## config.mk

```make
export PLATFORM = sky130hd
export DESIGN_NAME = iir_avr_sched
export DESIGN_NICKNAME = d
export VERILOG_FILES = /design/src/rtl/iir_avr_sched.sv
export SDC_FILE = /design/constraint.sdc
export NUM_CORES = 1
export LEC_CHECK = 0
export BUFFER_PORTS_ARGS = -buffer_cell sky130_fd_sc_hd__buf_2
export CORE_AREA = 4 4 247 177
export CTS_CLUSTER_SIZE = 8
export DETAILED_ROUTE_END_ITERATION = 16
export DIE_AREA = 0 0 251 181
export PLACE_DENSITY = 0.78
export SYNTH_ARGS = -nofsm -noshare
export SYNTH_HDL_FRONTEND = slang
export SYNTH_SLANG_ARGS = --single-unit
```

## constraint.sdc

```tcl
create_clock -name clk -period 8.24 [get_ports clk]
set_input_delay 0.824 -clock clk [delete_from_list [all_inputs] [get_ports clk]]
set_output_delay 0.824 -clock clk [all_outputs]
set_load 0.05 [all_outputs]
```

## src/rtl/iir_avr_sched.sv

```systemverilog
// iir_avr_sched: four-channel IIR averager sharing one Q15 multiplier.
// Optional macro IIR_AVR_SAT_EN: saturate/clamp s instead of wrapping.
module iir_avr_sched #(
    parameter int          NCH = 4,
    parameter int          N   = 12,
    parameter logic [11:0] A   = 12'd2831
) (
    input  logic              clk,
    input  logic              rst,
    input  logic [NCH-1:0]    adc_valid,
    input  logic [14*NCH-1:0] adc_data,
    output logic [NCH-1:0]    adc_ready,
    input  logic [NCH-1:0]    ch_clr,
    output logic              avr_valid,
    output logic [1:0]        avr_ch,
    output logic [40:0]       avr_whole,
    output logic [40:0]       avr_frac,
    output logic              busy
);

    typedef enum logic [1:0] {IDLE, CALC, OUTP} state_t;

    state_t state, state_nx;

    logic [40:0] s   [NCH];
    logic [3:0]  cnt [NCH];

    logic [1:0]     last_grant;
    logic [1:0]     cur_ch;
    logic [13:0]    cur_dat;
    logic           cur_warm;
    logic           kill;
    logic [NCH-1:0] elig;
    logic           gnt_any;
    logic [1:0]     gnt_ch;
    logic [13:0]    gnt_dat;
    logic [40:0]    mul_s;
    logic [52:0]    prod;
    logic [37:0]    m_sub;
    logic [40:0]    s_upd;
    logic           ld_out;

    // Round-robin pick of the first eligible channel after last_grant
    always_comb begin
        elig    = adc_valid & ~ch_clr;
        gnt_any = 1'b0;
        gnt_ch  = last_grant;
        for (int i = 1; i <= NCH; i++) begin
            if (!gnt_any && elig[2'(last_grant + 2'(i))]) begin
                gnt_any = 1'b1;
                gnt_ch  = 2'(last_grant + 2'(i));
            end
        end
    end

    // Mux the granted channel's sample and drive the one-hot ready
    always_comb begin
        gnt_dat = '0;
        for (int k = 0; k < NCH; k++) begin
            if (2'(k) == gnt_ch) gnt_dat = adc_data[14*k +: 14];
        end
        adc_ready = '0;
        if (state == IDLE && gnt_any)
            adc_ready = {{(NCH-1){1'b0}}, 1'b1} << gnt_ch;
    end

    // Shared multiplier: CALC uses old s, OUTP uses the freshly written s
    always_comb begin
        mul_s = s[cur_ch];
        prod  = {41'd0, A} * {12'd0, mul_s};
        m_sub = cur_warm ? prod[52:15] : 38'd0;
    end

`ifdef IIR_AVR_SAT_EN
    logic [41:0] sum;
    logic [41:0] diff;

    // Saturating update: clamp at zero on underflow, all-ones on overflow
    always_comb begin
        sum  = {1'b0, mul_s} + {28'd0, cur_dat};
        diff = sum - {4'd0, m_sub};
        if (sum < {4'd0, m_sub})
            s_upd = '0;
        else if (diff[41])
            s_upd = '1;
        else
            s_upd = diff[40:0];
    end
`else
    // Wrapping update modulo 2^41
    always_comb begin
        s_upd = mul_s + {27'd0, cur_dat} - {3'd0, m_sub};
    end
`endif

    assign ld_out = (state == OUTP) && cur_warm && !kill && !ch_clr[cur_ch];
    assign busy   = (state != IDLE);

    // Next-state logic for the fixed three-step sequence
    always_comb begin
        state_nx = state;
        case (state)
            IDLE:    if (gnt_any) state_nx = CALC;
            CALC:    state_nx = OUTP;
            OUTP:    state_nx = IDLE;
            default: state_nx = IDLE;
        endcase
    end

    // FSM register, grant bookkeeping and in-flight clear tracking
    always_ff @(posedge clk) begin
        if (rst) begin
            state      <= IDLE;
            last_grant <= 2'd3;
            cur_ch     <= 2'd0;
            cur_dat    <= '0;
            cur_warm   <= 1'b0;
            kill       <= 1'b0;
        end else begin
            state <= state_nx;
            if (state == IDLE && gnt_any) begin
                last_grant <= gnt_ch;
                cur_ch     <= gnt_ch;
                cur_dat    <= gnt_dat;
                cur_warm   <= (cnt[gnt_ch] == 4'(N));
                kill       <= 1'b0;
            end else if (state == CALC && ch_clr[cur_ch]) begin
                kill <= 1'b1;
            end
        end
    end

    // Per-channel accumulator and warm-up counter; clear wins over write-back
    always_ff @(posedge clk) begin
        for (int k = 0; k < NCH; k++) begin
            if (rst || ch_clr[k]) begin
                s[k]   <= '0;
                cnt[k] <= '0;
            end else if (state == CALC && cur_ch == 2'(k)) begin
                s[k] <= s_upd;
                if (!cur_warm) cnt[k] <= cnt[k] + 4'd1;
            end
        end
    end

    // Result registers, held until the next result is loaded
    always_ff @(posedge clk) begin
        if (rst) begin
            avr_valid <= 1'b0;
            avr_ch    <= 2'd0;
            avr_whole <= '0;
            avr_frac  <= '0;
        end else begin
            avr_valid <= ld_out;
            if (ld_out) begin
                avr_ch    <= cur_ch;
                avr_whole <= {3'd0, prod[52:15]};
                avr_frac  <= {26'd0, prod[14:0]};
            end
        end
    end

endmodule

```

==> Yosys cells after proc, flatten, opt, wreduce, memory -nomap -nowiden <==
Memory sizes are Yosys's and may differ from the RTL's. A register that Yosys moved wholly into a read port is not among the register bits.
Cells that the tools add are included.
{ "op_classes": {"n_addsub": 9, "n_mul": 1, "div": 0, "order_cmp": 5, "n_eq_ne": 10, "shift": 1, "mux": 69, "bitwise_logic": 10, "n_reduce_logical": 26} }
{ "op_table": {"columns": ["cell", "count"], "rows": [
  ["41-bit 2-to-1 mux", 4],
  ["14-bit 2-to-1 mux", 4],
  ["12-bit by 41-bit multiplier with 53-bit output (first input constant)", 1],
  ["1-bit 2-to-1 mux", 42],
  ["41-bit by 14-bit adder with 41-bit output", 1],
  ["41-bit by 38-bit subtractor with 41-bit output", 1],
  ["38-bit 2-to-1 mux", 1],
  ["4-bit 2-to-1 mux", 5],
  ["4-bit by 1-bit adder with 4-bit output (second input constant)", 4],
  ["2-bit by 3-bit less-than comparator with 1-bit output (second input constant)", 5],
  ["2-bit 2-to-1 mux", 7],
  ["1-bit logical AND", 12],
  ["1-bit binary-select mux with 2-bit select", 5],
  ["1-bit OR", 8],
  ["2-bit equality test (second input constant)", 3],
  ["2-bit logical NOT", 3],
  ["1-bit logical NOT", 5],
  ["2-bit adder (second input constant)", 2],
  ["4-bit AND", 1],
  ["2-bit by 1-bit equality test with 1-bit output (second input constant)", 2],
  ["2-bit equality test (first input constant)", 2],
  ["4-bit equality test (second input constant)", 1],
  ["1-bit logical OR", 4],
  ["4-bit NOT", 1],
  ["other kinds (7)", 7]
]} }
{ "totals": {"reg_bits": 78, "latchBits": 0, "ramBits": 180, "mem_bits_ro": 0, "in_bits": 66, "output_inout_bits": 90, "n_memories": 2} }
{ "mem_list": {"columns": ["memory", "words", "word_bits", "rd", "rd_clocked_by_memory_dff", "wr", "line_no", "source"], "rows": [
  ["s", 4, 41, 1, 1, 4, "25", "logic [40:0] s [NCH];"],
  ["cnt", 4, 4, 5, 0, 4, "26", "logic [3:0] cnt [NCH];"]
]} }

==> Logic depth before layout (Yosys ltp) <==
Gate-level depths: netlist (run 1).
{ "depth": {"word_depth": 19, "mapped_depth": 33, "ltp_nobuf": 31} }

==> Least setup slack after synthesis (run 1) <==
OpenSTA, ideal clock, no wires.
{ "synth_timing": {"kind": "flip-flop to flip-flop", "start": "reg with a tool-made name", "end": "mem s[2][37], data pin", "arrival_ns": 8.349, "required_ns": 7.975, "slack_ns": -0.374, "stages_incl_launch_ff": 32, "path_buffers": 2, "synth_period_minus_slack_ns": 8.614, "path_cell_list": "dfxtp_1 > clkbuf_1 > buf_1 > mux4_2 > ha_1 > fa_1 > fa_1 > fa_1 > inv_1 > fa_1 > inv_1 > ha_1 > a21o_1 > a21oi_1 > o21ai_0 > o211ai_1 > o21ba_2 > o21ai_2 > xor2_1 > and2_1 > fa_1 > inv_1 > ha_1 > a21oi_1 > o21ai_0 > a221o_1 > nor3b_1 > a21oi_1 > a41oi_1 > o211ai_1 > xnor2_1 > nor2_1"} }
{ "synth_rtl": {"columns": ["element", "line_no"], "rows": [
  ["end: declaration", "25"]
]} }

==> results.md, run 1 <==
* Status: complete, but fails checks
* Failing checks: negative setup slack
* Mapped Avg Cell Area at roughly 9.9 sq um
* H-tree Lvls at 2
* Final Hold Violating Endpoints at 0
* CTS Buf Count at 38
* Placer Congestion at between 0.9 and 1
* CTS root buf: clkbuf_16
* Total grt overflow at 0
* Fraction of registers with async set or reset after synthesis at 0%
* CP Capture Type: flip-flop
* Pin count of the biggest net entering global routing at 70
* Dpl cell area at between 20000 and 30000 sq um
* YS warnings at 0
* Reg2reg path depth at 33
* Synth area leaders: edfxtp_1 23%, fa_1 17%, ha_1 13%, dfxtp_1 6.9%, inv_1 5.8%
* Routed WL at about 81000 um
* FF+latch count, synth at 260
* Top Ports at 156
* M2 GR Usage at between 40 and 50%
* Hold-fix buffers, CTS at 0
* First-pass GRT wire length at ~110000 um
* Final Instance Area at 30900 sq um
* Max Clock Skew at between 0.05 and 0.06 ns
* Remaining antenna violation count at 0
* Min Tclk post-route at ~8.5 ns
* Layer with the highest usage: met2
* Initial core utilization at 56.0%
* Worst-skew pair later-pin latency at just under 0.6 ns
* Die area at between 40000 and 50000 sq um
* DIE WIDTH at roughly 250 um
* Slack of the critical path at -0.276 ns
* Final-layout fill cell count at about 2400
* GR Util met3 at around a tenth
* Nets at approximately 3400
* Post-synth EDFFs at 180
* DR vias at about 21000
* Setup crit start kind: flip-flop
* Diode count at 0
* Reg2reg end: s[2][33]$_SDFFCE_PN0P_
* WP buf/inv at 8
* Slew @ Worst Pin at ~1.3 ns
* Main flop type after synthesis: edfxtp_1
* Top cell type's share of synthesized area at 23.2%
* Final setup fails at between 60 and 70
* Die Span Y at around 180 um
* Clock Sinks at 260
* Critical path class: flip-flop to flip-flop
* RSZ-0062 raised after global routing: yes
* Synth unique cells at 76
* Slowest stage delay, CP at 0.63 ns
* I/O Buffers at 126
* Yosys top cell by area: edfxtp_1
* Worst Hold Class: flip-flop to flip-flop
* Crit share post-route at 103%
* Layout cells sized above 1 at 34.1%
* Core area at around 42000 sq um
* Critical path endpoint: s[2][33]$_SDFFCE_PN0P_
* Post-route DRC at 0
* Mapped Area at around 23000 sq um
* Final HPWL DP at ~50000 um
* Max Root-Sink Buffers at 3
* Most used cell, CP: buf_4
* Gr usage total at a little under a third
* Max-cap violation count at 0
* Crit path max fanout at 7
* Reg clk slew, reported paths at 0.05 ns
* Slew Viols, Final at 0
* Required time worst endpoint at between 8 and 9 ns
* Largest delay share family, worst path: adder cells
* Reg2Reg Setup Slack at -0.28 ns
* Vias in the first global route at 20700
* 1st-pass router iterations at 6
* HP Start: avr_frac[6]$_SDFFE_PP0P_
* Critical Path Stages at 33
* Critical path data arrival time at between 8 and 9 ns
* Met1 usage at between 40% and 50%
* Std cell rows at 63
* Post-DR vias/cell at between 6 and 7
* Seq/Total Area, Yosys at between 30% and 40%
* TritonCTS clock tree: done
* Max Freq at between 0.1 and 0.15 GHz
* Layout area overhead at 33.0%
* Routed length per instance at 23.6 um
* Initial antenna violation count at 0
* Number of DRC markers in iteration 0 at between 2000 and 3000
* Cells after Synth at 2351
* Critical-path top delay cell: mux4_2
* Max-Slew Margin vs Limit at between 10% and 20%
-- cell usage after synthesis (all sizes together) (4+ instances only) --
master,instances
clkbuf,75
or3,7
a21oi,143
and3,19
nand3,34
a221oi,4
ha,235
o31ai,8
a21o,39
nor3b,5
dfxtp,80
xor2,47
inv,357
nor2,245
mux4,42
edfxtp,180
o21a,18
buf,47
o21ai,59
fa,201
nand2b,13
xnor2,42
o21bai,15
nand2,180
and4,6
nor3,28
a211o,7
a31oi,17
and2,33
nor2b,15
nand4,24
a211oi,45
a41oi,4
mux2i,16
or2,4
o211ai,8
-- logic make-up after synthesis --
| family | Yosys count | synth area share, % |
|---|---|---|
| AO/OA/AOI/OAI | 401 | 11.3 |
| XOR/XNOR | 89 | 3.35 |
| adder cells (fa/ha/maj) | 436 | 29.9 |
| buffers and inverters | 479 | 8.31 |
| flip-flops | 260 | 30.1 |
| multiplexers | 59 | 4.80 |
| other | 1 | 0.0161 |
| AND/OR/NAND/NOR | 626 | 12.2 |
-- flip-flops by register name, summed over array words and instances (netlist names), named ones only --
register and count:
cnt 16, cur_dat 14, avr_ch 2, state 2, avr_valid 1, last_grant 2, avr_whole 38, kill 1
cur_ch 2, s 164, cur_warm 1, avr_frac 15
-- placed cells by master (no fill, tap or decap), types with 33 or more instances in the layout --
cell type and n:
buf_6 33, nand2_1 161, clkbuf_16 38, fa_1 189, buf_2 126, a21oi_1 97, a21oi_2 40, nor2_1 222
a21o_1 38, ha_1 149, dfxtp_1 78, ha_4 80, a211oi_1 38, edfxtp_1 180, inv_1 335, buf_4 392
mux4_2 42, xor2_1 35
-- stage by stage --
step                instances  setup slack (ns)  hold slack [ns]  util [%]   TNS, ns
finish                   3437            -0.276            0.446      74.5     -7.80
global route             3437            -0.441            0.467      74.5    -24.15
CTS                      3397           0.00497            0.449      70.4         0
detailed placement       3301            -0.744            0.442      64.8    -30.51
global placement         3301            -0.545            0.435      64.8    -17.48
floorplan                2379          -0.00432            0.457         -  -0.00432
-- worst reg2reg max path: cells and delay by family (launching register included) --
kind / cells / cell delay [ns]
xor+xnor: 2 / 0.32
compound gates: 9 / 1.53
fa+ha+maj: 8 / 3.32
simple gates: 5 / 0.92
flops: 1 / 0.41
mux: 1 / 0.63
buf+inv: 8 / 1.13
-- metal layers --
layer  part of all wire [%]  wire [um]  vias to the layer above
met2                     45      36100                     1467
li1                       -          -                     8935
met1                     39      31300                    10300
met3                     12       9600                      359
met5                      0          0                        -
met4                    5.0       4040                        0
-- how the worst min path moves through the flow --
stage,endpoint,slack [ns],cells after the start
finish,avr_frac[6]$_SDFFE_PP0P_,0.45,2
global placement,avr_frac[6]$_SDFFE_PP0P_,0.44,2
CTS,avr_frac[6]$_SDFFE_PP0P_,0.45,2
global route,avr_whole[14]$_SDFFE_PP0P_,0.47,2
floorplan,cur_dat[10]$_SDFFE_PP0P_,0.46,2
detailed placement,avr_frac[6]$_SDFFE_PP0P_,0.44,2
-- layout make-up --
type,instances,area [sq um],area share [%]
Clock inverter,3,58.8,0.190
Sequential cell,260,7010,22.7
Timing Repair Buffer,562,4160,13.5
Inverter,357,1340,4.33
Tap cell,552,691,2.23
Multi-Input combinational cell,1640,16600,53.7
Clock buffer,63,1050,3.41
-- timing repair --
item / 4_1_cts / 5_1_grt
endpoints found under the setup margin: 113 / 128
cloned: 1 / 0
endpoints found under the hold margin: 0 / 0
pin swaps: 77 / 125
gates resized for setup: 163 / 274
buffers inserted: 30 / 42
Power of run 1 is not shown: default switching activity piles up to over one toggle a cycle in this logic, so the estimate is an artifact.
==> inputs of run 2 (changes only) <==
--- a/config.mk
+++ b/config.mk
@@ -5,8 +5,9 @@
 export SDC_FILE = /design/constraint.sdc
 export NUM_CORES = 1
 export LEC_CHECK = 0
-export BUFFER_PORTS_ARGS = -buffer_cell sky130_fd_sc_hd__buf_2
+export BUFFER_PORTS_ARGS = -buffer_cell sky130_fd_sc_hd__buf_4
 export CORE_AREA = 4 4 247 177
+export CTS_CLUSTER_DIAMETER = 100
 export CTS_CLUSTER_SIZE = 8
 export DETAILED_ROUTE_END_ITERATION = 16
 export DIE_AREA = 0 0 251 181
==> run 2 against run 1 <==
  * The run still ends with negative setup slack left
  * Setup slack better by 0.086 ns
  * Register-to-register slack improved by 0.09 ns
  * Count of clock-buffer cells in the layout down 1
  * Critical path depth shrank 3
  * Utilization is 1.8 points lower
  * Hold slack better by 0.0065 ns
  * Global-route usage is 1.8 points lower
  * Critical endpoint is now s[2][34]$_SDFFCE_PN0P_
  * Fmax increased by 1.0%
==> results.md, run 2 (synthesis results as in run 1) <==
* Status: complete, but fails checks
* Failing checks: negative setup slack
* RSZ-0062 raised after global routing: yes
* Crit path max fanout at 5
* Routed WL at 72500 um
* Nets at between 3000 and 4000
* Number of DRC markers in iteration 0 at 2142
* Final Instance Area at 30200 sq um
* Final HPWL DP at 50800 um
* Total grt overflow at 0
* Final Hold Violating Endpoints at 0
* Leading cell type in the layout, fill and taps excluded: buf_4
* Worst Hold Class: flip-flop to flip-flop
* Final hold slack at ~0.45 ns
* Top Ports at ~160
* Max Root-Sink Buffers at 3
* Placer Congestion at around 0.95
* Layout area overhead at 29.8%
* Slack of the critical path at -0.190 ns
* Critical path data arrival time at approximately 8.7 ns
* Dpl cell area at 27100 sq um
* Core area at 41500 sq um
* 1st-pass router iterations at 5
* Max-cap violation count at 0
* Pin count of the biggest net entering global routing at 73
* H-tree Lvls at 2
* First-pass GRT wire length at between 100000 and 150000 um
* Slew @ Worst Pin at between 1 and 1.5 ns
* Worst-skew pair later-pin latency at approximately 0.56 ns
* Remaining antenna violation count at 0
* CP Capture Type: flip-flop
* Die Span Y at 181 um
* DR vias at roughly 20000
* Die area at 45400 sq um
* Initial antenna violation count at 0
* Post-route DRC at 0
* Slowest stage delay, CP at between 0.6 and 0.7 ns
* Layout cells sized above 1 at between 20% and 30%
* I/O Buffers at around 130
* Required time worst endpoint at around 8.5 ns
* Max Clock Skew at ~0.035 ns
* Setup TNS at -6.13 ns
* Hold-fix buffers, CTS at 0
* Max reg flops at approximately 160
* Max-Slew Margin vs Limit at 17.0%
* Most used cell, CP: fa_1
* Diode count at 0
* Std cell rows at 63
* Reg clk slew, reported paths at ~0.050 ns
* TritonCTS clock tree: done
* Most frequent cells in the layout: 496 x buf_4, 350 x inv_1, 234 x nor2_1, 195 x fa_1, 183 x ha_1
* Clock Sinks at 260
* Slew Viols, Final at 0
* Vias in the first global route at 19400
* Hold depth at 2
* Largest regs: s: 164 flops, avr_whole: 38 flops, cnt: 16 flops
* Reg2reg path depth at 30
* Max Freq at about 0.12 GHz
* Post-DR vias/cell at slightly below 6
* CTS Buf Count at 38
* Routed length per instance at 21.4 um
* Setup crit start kind: flip-flop
* Gr usage total at just under 30%
* CTS root buf: clkbuf_16
* DIE WIDTH at 251 um
* Min Tclk post-route at between 8 and 9 ns
* Final setup fails at 67
* Crit share post-route at 102%
* Critical-path top delay cell: mux4_2
* Critical path class: flip-flop to flip-flop
* Initial core utilization at 56.0%
* Reg with most FFs: s
[run 2: cell types whose count changed in the layout (fill, tap and decap cells not counted), moves of 7 or more]
cell,previous run,this run
buf_2,126,0
buf_4,392,496
o21ai_1,13,20
inv_2,22,7
a21oi_1,97,115
a21oi_2,40,26
ha_1,149,183
buf_6,33,11
nor2_1,222,234
ha_4,80,49
inv_1,335,350
nor2_2,16,8
[run 2: metrics by stage]
stage	setup slack (ns)	cells	util [%]
final	-0.190	3393	72.7
after CTS	-0.00814	3371	69.9
after detailed placement	-0.486	3273	65.1
after global routing	-0.418	3393	72.7
after floorplan	-0.00432	2379	-
after global placement	-0.326	3273	65.1
[run 2: critical path, delay by kind of cell, from the launching register on]
family	cells	cell delay (ns)
DFF	1	0.42
xor gates and xnor gates	2	0.51
and+or+nand+nor	4	0.63
adders and majority gates	8	3.43
AOI/OAI and AO/OA	9	1.89
muxes	1	0.62
buffers and inverters	6	0.64
[run 2: path summary, 6_finish.rpt]
check / to / startpoint / slack, ns
worst min-delay path: avr_frac[6]$_SDFFE_PP0P_ / avr_frac[6]$_SDFFE_PP0P_ / 0.45
worst max-delay path: s[2][34]$_SDFFCE_PN0P_ / flip-flop / -0.19
worst min register to register: avr_frac[6]$_SDFFE_PP0P_ / avr_frac[6]$_SDFFE_PP0P_ / 0.45
worst max register to register: s[2][34]$_SDFFCE_PN0P_ / flip-flop / -0.19
[run 2: area by class of cell]
type                            count  area [sq um]
Tap cell                          552           691
Clock inverter                      3          70.1
Timing Repair Buffer              519          4090
Fill cell                        2723         11400
Sequential cell                   260          7010
Inverter                          357          1340
Clock buffer                       62          1060
Multi-Input combinational cell   1640         15900
[run 2: routing by layer]
metal	track usage [%]	vias to the layer above	part of all wire, %	routed length (um)
met5	0	-	0	0
met4	6.99	0	3.0	2150
met3	9.56	147	11	8070
met2	43.6	1030	44	32000
met1	43.1	9569	42	30300
li1	-	8829	-	-
[run 2: timing repair]
action                                  4_1_cts  5_1_grt
cloned                                        1        2
pin swaps                                    58      100
endpoints found under the setup margin      114      125
gates resized for setup                      99      183
setup buffers                                32       23
Power of run 2 is left out for the same reason.
